[config.mk]
export PLATFORM = sky130hd
export DESIGN_NAME = fetch_queue
export DESIGN_NICKNAME = d
export VERILOG_FILES = /design/src/rtl/fetch_queue.sv
export SDC_FILE = /design/constraint.sdc
export NUM_CORES = 1
export LEC_CHECK = 0
export BUFFER_PORTS_ARGS = -buffer_cell sky130_fd_sc_hd__buf_4
export CORE_MARGIN = 2
export CORE_UTILIZATION = 30
export DETAILED_ROUTE_END_ITERATION = 6
export PLACE_DENSITY = 0.46
export SYNTH_ARGS = -nofsm -noshare
export SYNTH_HDL_FRONTEND = slang
export SYNTH_SLANG_ARGS = --single-unit
[constraint.sdc]
create_clock -name clk -period 3.36 [get_ports clk]
set_input_delay 0.504 -clock clk [delete_from_list [all_inputs] [get_ports clk]]
set_output_delay 0.504 -clock clk [all_outputs]
set_load 0.01 [all_outputs]
[src/rtl/fetch_queue.sv]
// fetch_queue: owns the fetch PC, issues in-order I-memory requests and buffers responses in a
// DEPTH-entry prefetch queue. Define FETCH_BYPASS_EN for same-cycle response bypass to decode.
module fetch_queue #(
    parameter int unsigned      WIDTH             = 32,
    parameter int unsigned      DEPTH             = 4,
    parameter logic [WIDTH-1:0] RESET_ADDRESS     = 32'hbfc00000,
    parameter logic [WIDTH-1:0] INTERRUPT_ADDRESS = 32'hbfc00100
) (
    input  logic             clk,
    input  logic             reset,
    input  logic             stallF,
    input  logic [1:0]       pcsrcFD,
    input  logic [WIDTH-1:0] pcnextbrFD,
    output logic             imem_req,
    output logic [WIDTH-1:0] imem_addr,
    input  logic             imem_ready,
    input  logic             imem_rvalid,
    input  logic [WIDTH-1:0] imem_rdata,
    output logic             validF,
    output logic [WIDTH-1:0] pcF,
    output logic [WIDTH-1:0] instrF,
    output logic [WIDTH-1:0] pcplus4F
);

    localparam int unsigned PW = $clog2(DEPTH);
    localparam int unsigned CW = PW + 1;
    localparam int unsigned SW = CW + 2;

    logic [WIDTH-1:0] fpc_q, fpc_d;
    logic [CW-1:0]    count_q, count_d, inflight_q, inflight_d, drop_q, drop_d;
    logic [PW-1:0]    rd_q, rd_d, wr_q, wr_d, ipc_rd_q, ipc_rd_d, ipc_wr_q, ipc_wr_d;
    logic [WIDTH-1:0] q_pc_q [DEPTH];
    logic [WIDTH-1:0] q_pc_d [DEPTH];
    logic [WIDTH-1:0] q_instr_q [DEPTH];
    logic [WIDTH-1:0] q_instr_d [DEPTH];
    logic [WIDTH-1:0] ipc_q [DEPTH];
    logic [WIDTH-1:0] ipc_d [DEPTH];

    logic             redirect, credit_ok, issue, rsp_live, rsp_drop, q_empty;
    logic             byp, pop, enq, deq;
    logic [WIDTH-1:0] target;

    always_comb begin
        redirect = (pcsrcFD != 2'b10);
        case (pcsrcFD)
            2'b00:   target = RESET_ADDRESS;
            2'b01:   target = INTERRUPT_ADDRESS;
            default: target = pcnextbrFD;
        endcase

        // Outstanding credits cover queued, in-flight and to-be-dropped words, so the queue never overflows.
        credit_ok = ({2'b00, count_q} + {2'b00, inflight_q} + {2'b00, drop_q}) < SW'(DEPTH);
        imem_req  = reset && !redirect && credit_ok;
        imem_addr = fpc_q;
        issue     = imem_req && imem_ready;

        rsp_live = imem_rvalid && (drop_q == '0) && (inflight_q != '0);
        rsp_drop = imem_rvalid && (drop_q != '0);
        q_empty  = (count_q == '0);
`ifdef FETCH_BYPASS_EN
        byp = q_empty && rsp_live && !redirect;
`else
        byp = 1'b0;
`endif
        validF   = !q_empty || byp;
        pcF      = byp ? ipc_q[ipc_rd_q] : q_pc_q[rd_q];
        instrF   = byp ? imem_rdata : q_instr_q[rd_q];
        pcplus4F = pcF + WIDTH'(4);

        pop = validF && !stallF && !redirect;
        enq = rsp_live && !redirect && !(byp && pop);
        deq = pop && !q_empty;
    end

    always_comb begin
        fpc_d      = fpc_q;
        count_d    = count_q;
        inflight_d = inflight_q;
        drop_d     = drop_q;
        rd_d       = rd_q;
        wr_d       = wr_q;
        ipc_rd_d   = ipc_rd_q;
        ipc_wr_d   = ipc_wr_q;
        q_pc_d     = q_pc_q;
        q_instr_d  = q_instr_q;
        ipc_d      = ipc_q;

        if (redirect) begin
            fpc_d      = target;
            count_d    = '0;
            inflight_d = '0;
            rd_d       = '0;
            wr_d       = '0;
            ipc_rd_d   = '0;
            ipc_wr_d   = '0;
            // Everything still outstanding becomes garbage; a response landing now is discarded too.
            drop_d     = drop_q + inflight_q;
            if (imem_rvalid && ((drop_q != '0) || (inflight_q != '0)))
                drop_d = drop_d - CW'(1);
        end else begin
            if (issue) begin
                fpc_d           = fpc_q + WIDTH'(4);
                ipc_d[ipc_wr_q] = fpc_q;
                ipc_wr_d        = ipc_wr_q + PW'(1);
            end
            if (rsp_live)
                ipc_rd_d = ipc_rd_q + PW'(1);
            if (rsp_drop)
                drop_d = drop_q - CW'(1);
            inflight_d = inflight_q + CW'(issue) - CW'(rsp_live);
            if (enq) begin
                q_pc_d[wr_q]    = ipc_q[ipc_rd_q];
                q_instr_d[wr_q] = imem_rdata;
                wr_d            = wr_q + PW'(1);
            end
            if (deq)
                rd_d = rd_q + PW'(1);
            count_d = count_q + CW'(enq) - CW'(deq);
        end
    end

    always_ff @(posedge clk or negedge reset) begin
        if (!reset) begin
            fpc_q      <= RESET_ADDRESS;
            count_q    <= '0;
            inflight_q <= '0;
            drop_q     <= '0;
            rd_q       <= '0;
            wr_q       <= '0;
            ipc_rd_q   <= '0;
            ipc_wr_q   <= '0;
            for (int i = 0; i < DEPTH; i++) begin
                q_pc_q[i]    <= '0;
                q_instr_q[i] <= '0;
                ipc_q[i]     <= '0;
            end
        end else begin
            fpc_q      <= fpc_d;
            count_q    <= count_d;
            inflight_q <= inflight_d;
            drop_q     <= drop_d;
            rd_q       <= rd_d;
            wr_q       <= wr_d;
            ipc_rd_q   <= ipc_rd_d;
            ipc_wr_q   <= ipc_wr_d;
            q_pc_q     <= q_pc_d;
            q_instr_q  <= q_instr_d;
            ipc_q      <= ipc_d;
        end
    end

    // A response with nothing outstanding is a memory-side protocol error; it is ignored above.
    a_no_orphan_rsp: assert property (@(posedge clk) disable iff (!reset)
        !(imem_rvalid && (inflight_q == '0) && (drop_q == '0)));

endmodule

==> metrics.txt, run 1 <==
CTS Buffer Depth=3; syn_area_per_cell=between 10 and 15 um2; initial antenna violation count=0; metal2 WL=25,200 um; Cells on Worst Hold Path=3; slowest library cell on the worst path=dfrtp_4; Area Growth Syn to Fin=26.1%; failing checks=setup timing; Starting Density=30.1%; most area-consuming cells after synthesis=dfrtp_1 (53%), mux2_2 (21%), mux4_2 (10%), xnor2_1 (1.4%), ha_1 (1.2%); drt drc=0; RSZ-0062 raised after global routing=yes; Vias per Instance=between 4 and 5; number of max-cap violations=0; skew final=0.0157 ns; pre-CTS WS=-0.00531 ns; Die Y=around 260 um; max layer used=met4; first drt pass iteration count=4; WP data arrival=a little over 3 ns; Relative slew margins=a little under a third; non-filler cells in the finished layout=about 2.6k; Slew @ Worst Pin=approximately 1.0 ns; global-route wire length before repair=83,800 um; number of I/O pins=201; fillers=6,347; iteration-0 DRC count of the detailed router=between 400 and 500; net count after synthesis=roughly 1.5k; setup slack, reg-to-reg=about 0.12 ns; PD cells=481 nW/um2; peak per-stage delay on the critical path=0.51 ns; clock root cell=clkbuf_16; Met1 Wirelength=24,300 um; placed cell count=about 2.4k; crit path kind=flip-flop to primary output; CP endpoint kind=primary output; DP HPWL=around 35,000 um; Fin. Hold Viols=0; Hold Crit Start=pcnextbrFD[11]; full die area=between 60,000 and 70,000 um2; Synth Register Bits=~430; Syn Std Cell Area=roughly 20,000 um2; Most used DFF post-synth=dfrtp_1; vias in the first global route=between 10k and 15k; fin nets=about 1.7k; Async SR Flop Fraction=100%; Rows=95; Seq/Total Area, Yosys=between 50 and 60%; area of the core=66,900 um2; yosys warns=0; remaining global-route overflow=0; DRT antenna net count=0; Max IR drop VDD=between 200 and 300 uV; WL final=approximately 53,000 um; Fmax=282 MHz; hold crit path type=input pin to flip-flop; later-pin clock latency in the skew report=0.59 ns; post-synth top area share=between 50 and 60%; CTS H-tree lvls=2; Worst Hold Endpoint=imem_addr[11]; total clock sinks=about 430; Pleak=between 10 and 15 nW; number of synthesized flops with an enable pin=0; port bufs=200; critical path, cell by cell=buf_12 > buf_12 > mux4_2 > and4_4 > nand2_8 > or3_4 > nor3_4 > xor2_1 > buf_4; critical path's most frequent cell=buf_12; TritonCTS Buffers=52; met3 routed WL=~2100 um; status=finished with violations; GPL Wtd Cong=~0.76; Finish-stage setup viols=11; Synth cell types=61; Final min period=3.55 ns; Tot GR Track Use=15.5%; leading area contributor after synthesis=dfrtp_1; Worst Path Required=approximately 2.9 ns; worst flop-to-flop path endpoint=inflight_q[2]; Post-Synthesis Cells=about 1.4k; chip width=about 260 um; Crit Path Max Fanout=6; largest net degree at the start of global routing=approximately 180; Final TNS setup=-1.46 ns; mean routed wirelength per cell=roughly 21 um; Total Power=0.0122 W; R2R cell count=16; Slew Viols, Final=0; CP Launch Type=flip-flop; reg2reg start=count_q[1]; final worst path period share=106%; CTS clock-pin slew for the worst setup and hold paths=0.06 ns; final worst setup slack=-0.189 ns; Vias=between 10k and 15k; CTS tree=done; layout cells sized above 1=54.7%
## cells in the final DEF (no fill, tap or decap), types with 4 or more instances in the layout
cell,instances
a31oi_1,5
clkbuf_1,14
and4_1,10
clkinv_2,7
mux2_1,14
dfrtp_1,420
clkbuf_8,11
nor3_1,11
buf_6,8
nand3_1,18
mux2_2,371
nand4_1,5
a211oi_1,11
dfstp_2,9
nor2_4,4
o21ai_0,15
mux4_2,96
buf_4,277
xnor2_1,28
a21oi_1,19
xnor2_2,7
clkbuf_16,53
inv_1,22
xor2_1,16
ha_1,17
nand2_4,5
and3_1,8
nand2_1,36
buf_12,21
and2_1,7
mux2i_1,4
inv_2,5
nor2_1,50
fa_1,4
## final cells by class
type	count	area [um2]	share of cell area (%)
Clock buffer	78	1530	6.01
Antenna cell	1	2.50	0.00984
Clock inverter	15	165	0.649
Inverter	30	118	0.462
Sequential cell	433	10900	42.7
Multi-Input combinational cell	820	9060	35.6
Tap cell	873	1090	4.29
Timing Repair Buffer	308	2620	10.3
## state kept, by name, summed over array words and instances (netlist names)
register    flops
ipc_rd_q        2
drop_q          3
count_q         3
ipc_q         128
wr_q            2
imem_addr      32
ipc_wr_q        2
rd_q            2
q_instr_q     128
q_pc_q        128
inflight_q      3
## Yosys cell counts (2+ instances only)
master / instances
and2_1: 11
ha_1: 20
a21oi_1: 19
nor3_1: 13
mux4_1: 4
buf_6: 3
a31oi_1: 5
buf_1: 3
clkbuf_1: 45
buf_4: 2
xor2_1: 17
and3_1: 10
fa_1: 6
nor2b_1: 3
clkinv_1: 2
xnor2_1: 33
nor2_1: 55
or3_4: 2
buf_2: 28
a311oi_1: 3
mux4_2: 92
a211oi_1: 11
o21ai_0: 15
a22o_1: 2
inv_1: 27
dfstp_2: 9
and4_1: 12
xnor2_2: 2
nand3_1: 20
mux2_2: 371
nand2_1: 41
mux2_1: 14
a32o_1: 3
nor3_2: 2
a41oi_1: 2
nand4_1: 5
or3_1: 3
mux2i_1: 4
dfrtp_1: 424
## metrics by stage
step / utilization, % / hold slack, ns / cell area (um2)
final: 38.0 / 0.131 / 25400
after CTS: 37.7 / 0.0888 / 25300
after detailed placement: 34.6 / 0.316 / 23200
after global routing: 38.0 / 0.129 / 25400
after floorplan: - / 0.208 / 20200
after global placement: 34.6 / 0.318 / 23200
## per-layer routing
layer  vias up  GRT usage, %
met1      6567          21.2
met4         0          4.20
met2       244          25.5
met3        70          2.67
li1       5582             -
met5         -             0
## timing repair
item / in CTS / in global routing
pin swaps: 10 / 22
hold buffers: 1 / 0
gates resized for setup: 32 / 26
endpoints found under the hold margin: 1 / 0
endpoints found under the setup margin: 32 / 153
setup buffers: 30 / 14
## cell families (layout without fill, tap and decap cells)
| logic type | Yosys count | after routing | share of synthesized area (%) |
|---|---|---|---|
| mux | 485 | 485 | 32.5 |
| flops | 433 | 433 | 53.8 |
| simple gates | 190 | 190 | 4.98 |
| buf+inv | 112 | 431 | 2.41 |
| compound gates | 67 | 67 | 2.17 |
| xor+xnor | 52 | 52 | 2.33 |
| fa+ha+maj | 26 | 26 | 1.84 |
| other cells | 0 | 1 | 0 |
## worst max-delay path, delay by kind of cell, from the launching register on
kind                      cells  cell delay (ns)
DFF                           1             0.51
xor gates and xnor gates      1             0.18
buffers and inverters         3             0.43
and+or+nand+nor               4             0.98
muxes                         1             0.34
## report_power, final
group	leakage (nW)	internal [W]	switching [W]
Clock	0.828	0.00336	0.00222
Sequential	5.95	0.00541	0.000147
Combinational	5.53	0.000503	0.000601
## worst max-delay path by stage
stage                        from       endpoint  slack (ns)
global placement        drop_q[1]  inflight_q[2]       0.001
global route              rd_q[0]   pcplus4F[30]       -0.32
CTS                       rd_q[0]   pcplus4F[30]       -0.29
floorplan           inflight_q[1]  inflight_q[2]        0.03
finish                    rd_q[0]   pcplus4F[30]       -0.19
detailed placement      drop_q[1]  inflight_q[2]      -0.005
Note: power is estimated with default switching activity, not from simulation.
==> run 2, diff against run 1 <==
--- a/config.mk
+++ b/config.mk
@@ -10,6 +10,7 @@
 export CORE_UTILIZATION = 30
 export DETAILED_ROUTE_END_ITERATION = 6
 export PLACE_DENSITY = 0.46
+export RECOVER_POWER = 50
 export SYNTH_ARGS = -nofsm -noshare
 export SYNTH_HDL_FRONTEND = slang
 export SYNTH_SLANG_ARGS = --single-unit
==> run 2 against run 1 <==
The run still ends with setup timing left; count of clock-buffer cells in the layout stayed put; highest routed layer unchanged; core utilization is 0.21 points lower; total power is 0.16% lower; sequential share of layout area is 0.24 points higher; critical path type unchanged; die area stayed put; largest cell class unchanged; fmax is 0.22% lower; critical endpoint unchanged; critical path depth stayed put.
==> metrics.txt, run 2 (synthesis gave the netlist of run 1 again) <==
initial antenna violation count=0 (unchanged); placed cell count=2,420 (unchanged); Max IR drop VDD=266 uV (-0.39%); GPL Wtd Cong=0.759 (unchanged); met3 Usage GRT=2.67% (unchanged); Most Crowded Layer GR=met2; Die Y=263 um (unchanged); final worst path period share=106% (+0.23 points); reg2reg start=drop_q[0]; WL final=52,900 um (+0.13%); Worst Hold Endpoint=imem_addr[11]; crit path kind=flip-flop to primary output; WP data arrival=3.05 ns (about the same); DP HPWL=35,200 um (unchanged); failing checks=setup timing; most frequent cells in the layout=dfrtp_1 (420), mux2_2 (371), buf_4 (247); Vias per Instance=4.88 (+0.23%); Worst Path Required=2.86 ns (about the same); Slew Viols, Final=0 (unchanged); Pleak=12.1 nW (-1.4%); hold crit path type=input pin to flip-flop; Fin. Hold Viols=0 (unchanged); fillers=6,371 (+0.38%); R2R cell count=9 (-7); Cells on Worst Hold Path=3 (unchanged); Area Growth Syn to Fin=25.4%; pre-CTS WS=-0.00531 ns (unchanged); chip width=263 um (unchanged); Finish-stage setup viols=12 (+1); GR Layer Usage met2=25.5% (unchanged); Starting Density=30.1% (unchanged); iteration-0 DRC count of the detailed router=484 (+1.7%); critical path's most frequent cell=buf_12; CTS H-tree lvls=2 (unchanged); placed inst area=23,200 um2 (unchanged); area of the core=66,900 um2 (unchanged); Vias=12.5k (+0.19%); slowest library cell on the worst path=dfrtp_4; Hold Crit Start=pcnextbrFD[11]; CTS Buffer Depth=3 (unchanged); global-route wire length before repair=83,800 um (unchanged); critical path, cell by cell=buf_12 > buf_12 > mux4_2 > and4_4 > nand2_8 > or3_4 > nor3_4 > xor2_1 > buf_4; CTS tree=done; largest net degree at the start of global routing=181 (unchanged); non-filler cells in the finished layout=2,557 (-0.039%); layout cells sized above 1=52.3% (-2.4 points); full die area=69,300 um2 (unchanged); Total Power=0.0122 W (-0.16%); total clock sinks=433 (unchanged); final worst setup slack=-0.197 ns (-0.00782 ns); Slew @ Worst Pin=1.39 ns (+0.365 ns); Ant. Diodes=0 (-1); vias in the first global route=13.7k (unchanged); worst flop-to-flop path endpoint=q_instr_q[71]; skew final=0.0168 ns (+0.00108 ns); CTS clock-pin slew for the worst setup and hold paths=0.06 ns (about the same); remaining global-route overflow=0 (unchanged); Final TNS setup=-1.52 ns (-0.0650 ns); clock root cell=clkbuf_16; first drt pass iteration count=6 (+2); fin nets=1,742 (unchanged); drt drc=0 (unchanged); final instance area=25,300 um2 (-0.57%); Fmax=281 MHz (-0.22%); Relative slew margins=7.13% (-24 points); most frequent standard cell in the layout excluding fill and tap cells=dfrtp_1; mean routed wirelength per cell=20.7 um (+0.17%); RSZ-0062 raised after global routing=yes; met1 Use GR=21.2% (unchanged); Rows=95 (unchanged); TritonCTS Buffers=52 (unchanged); number of I/O pins=201 (unchanged); port bufs=200 (unchanged); Final min period=3.56 ns (+0.00782 ns); Crit Path Max Fanout=6 (unchanged); later-pin clock latency in the skew report=0.59 ns (about the same); Tot GR Track Use=15.5% (unchanged); Largest regs=ipc_q: 128 flops, q_instr_q: 128 flops, q_pc_q: 128 flops; number of max-cap violations=0 (unchanged); DRT antenna net count=0 (unchanged); peak per-stage delay on the critical path=0.51 ns (about the same); CP endpoint kind=primary output; CP Launch Type=flip-flop; setup slack, reg-to-reg=0.05 ns (-0.07 ns); PD cells=483 nW/um2 (+0.41%); status=finished with violations
[run 2: worst max path at each step]
stage                       start       endpoint  slack [ns]
floorplan           inflight_q[1]  inflight_q[2]        0.03
detailed placement      drop_q[1]  inflight_q[2]      -0.005
global placement        drop_q[1]  inflight_q[2]       0.001
global route              rd_q[0]   pcplus4F[30]       -0.32
CTS                       rd_q[0]   pcplus4F[30]       -0.29
finish                    rd_q[0]   pcplus4F[30]       -0.20
[run 2: power breakdown]
part           switching (W)  internal [W]
registers           0.000148       0.00540
logic               0.000599      0.000488
clock network        0.00222       0.00336
total                0.00297       0.00925
[run 2: cell type report]
class | count | area [um2] | area share [%]
multi-input combinational | 820 | 9040 | 35.7
inverter | 30 | 118 | 0.465
tap | 873 | 1090 | 4.32
clock inverter | 15 | 165 | 0.653
sequential | 433 | 10900 | 42.9
timing repair buffer | 308 | 2490 | 9.86
clock buffer | 78 | 1530 | 6.05
[run 2: routing by layer]
| metal | vias up | part of all wire, % | wire length, um |
|---|---|---|---|
| met3 | 71 | 3.8 | 2010 |
| met1 | 6594 | 46 | 24400 |
| met2 | 239 | 48 | 25300 |
| met4 | 0 | 2.2 | 1170 |
| met5 | - | 0 | 0 |
| li1 | 5583 | - | - |
[run 2: timing repair]
action,in CTS,in global routing
pin swaps,10,22
setup buffers,30,14
gates cloned,0,0
endpoints found under the setup margin,32,153
hold buffers,1,0
resized for setup,32,26
endpoints found under the hold margin,1,0
[run 2: metrics by stage]
| step | util [%] | hold slack, ns |
|---|---|---|
| after floorplan | - | 0.208 |
| after global placement | 34.6 | 0.318 |
| after detailed placement | 34.6 | 0.316 |
| after CTS | 37.7 | 0.0888 |
| after global routing | 37.8 | 0.129 |
| final | 37.8 | 0.132 |
[run 2: critical path, delay by kind of cell, from the launching register on]
family        cells  cell delay (ns)
simple gates      4             0.98
flops             1             0.51
buf+inv           3             0.43
mux               1             0.34
xor+xnor          1             0.18
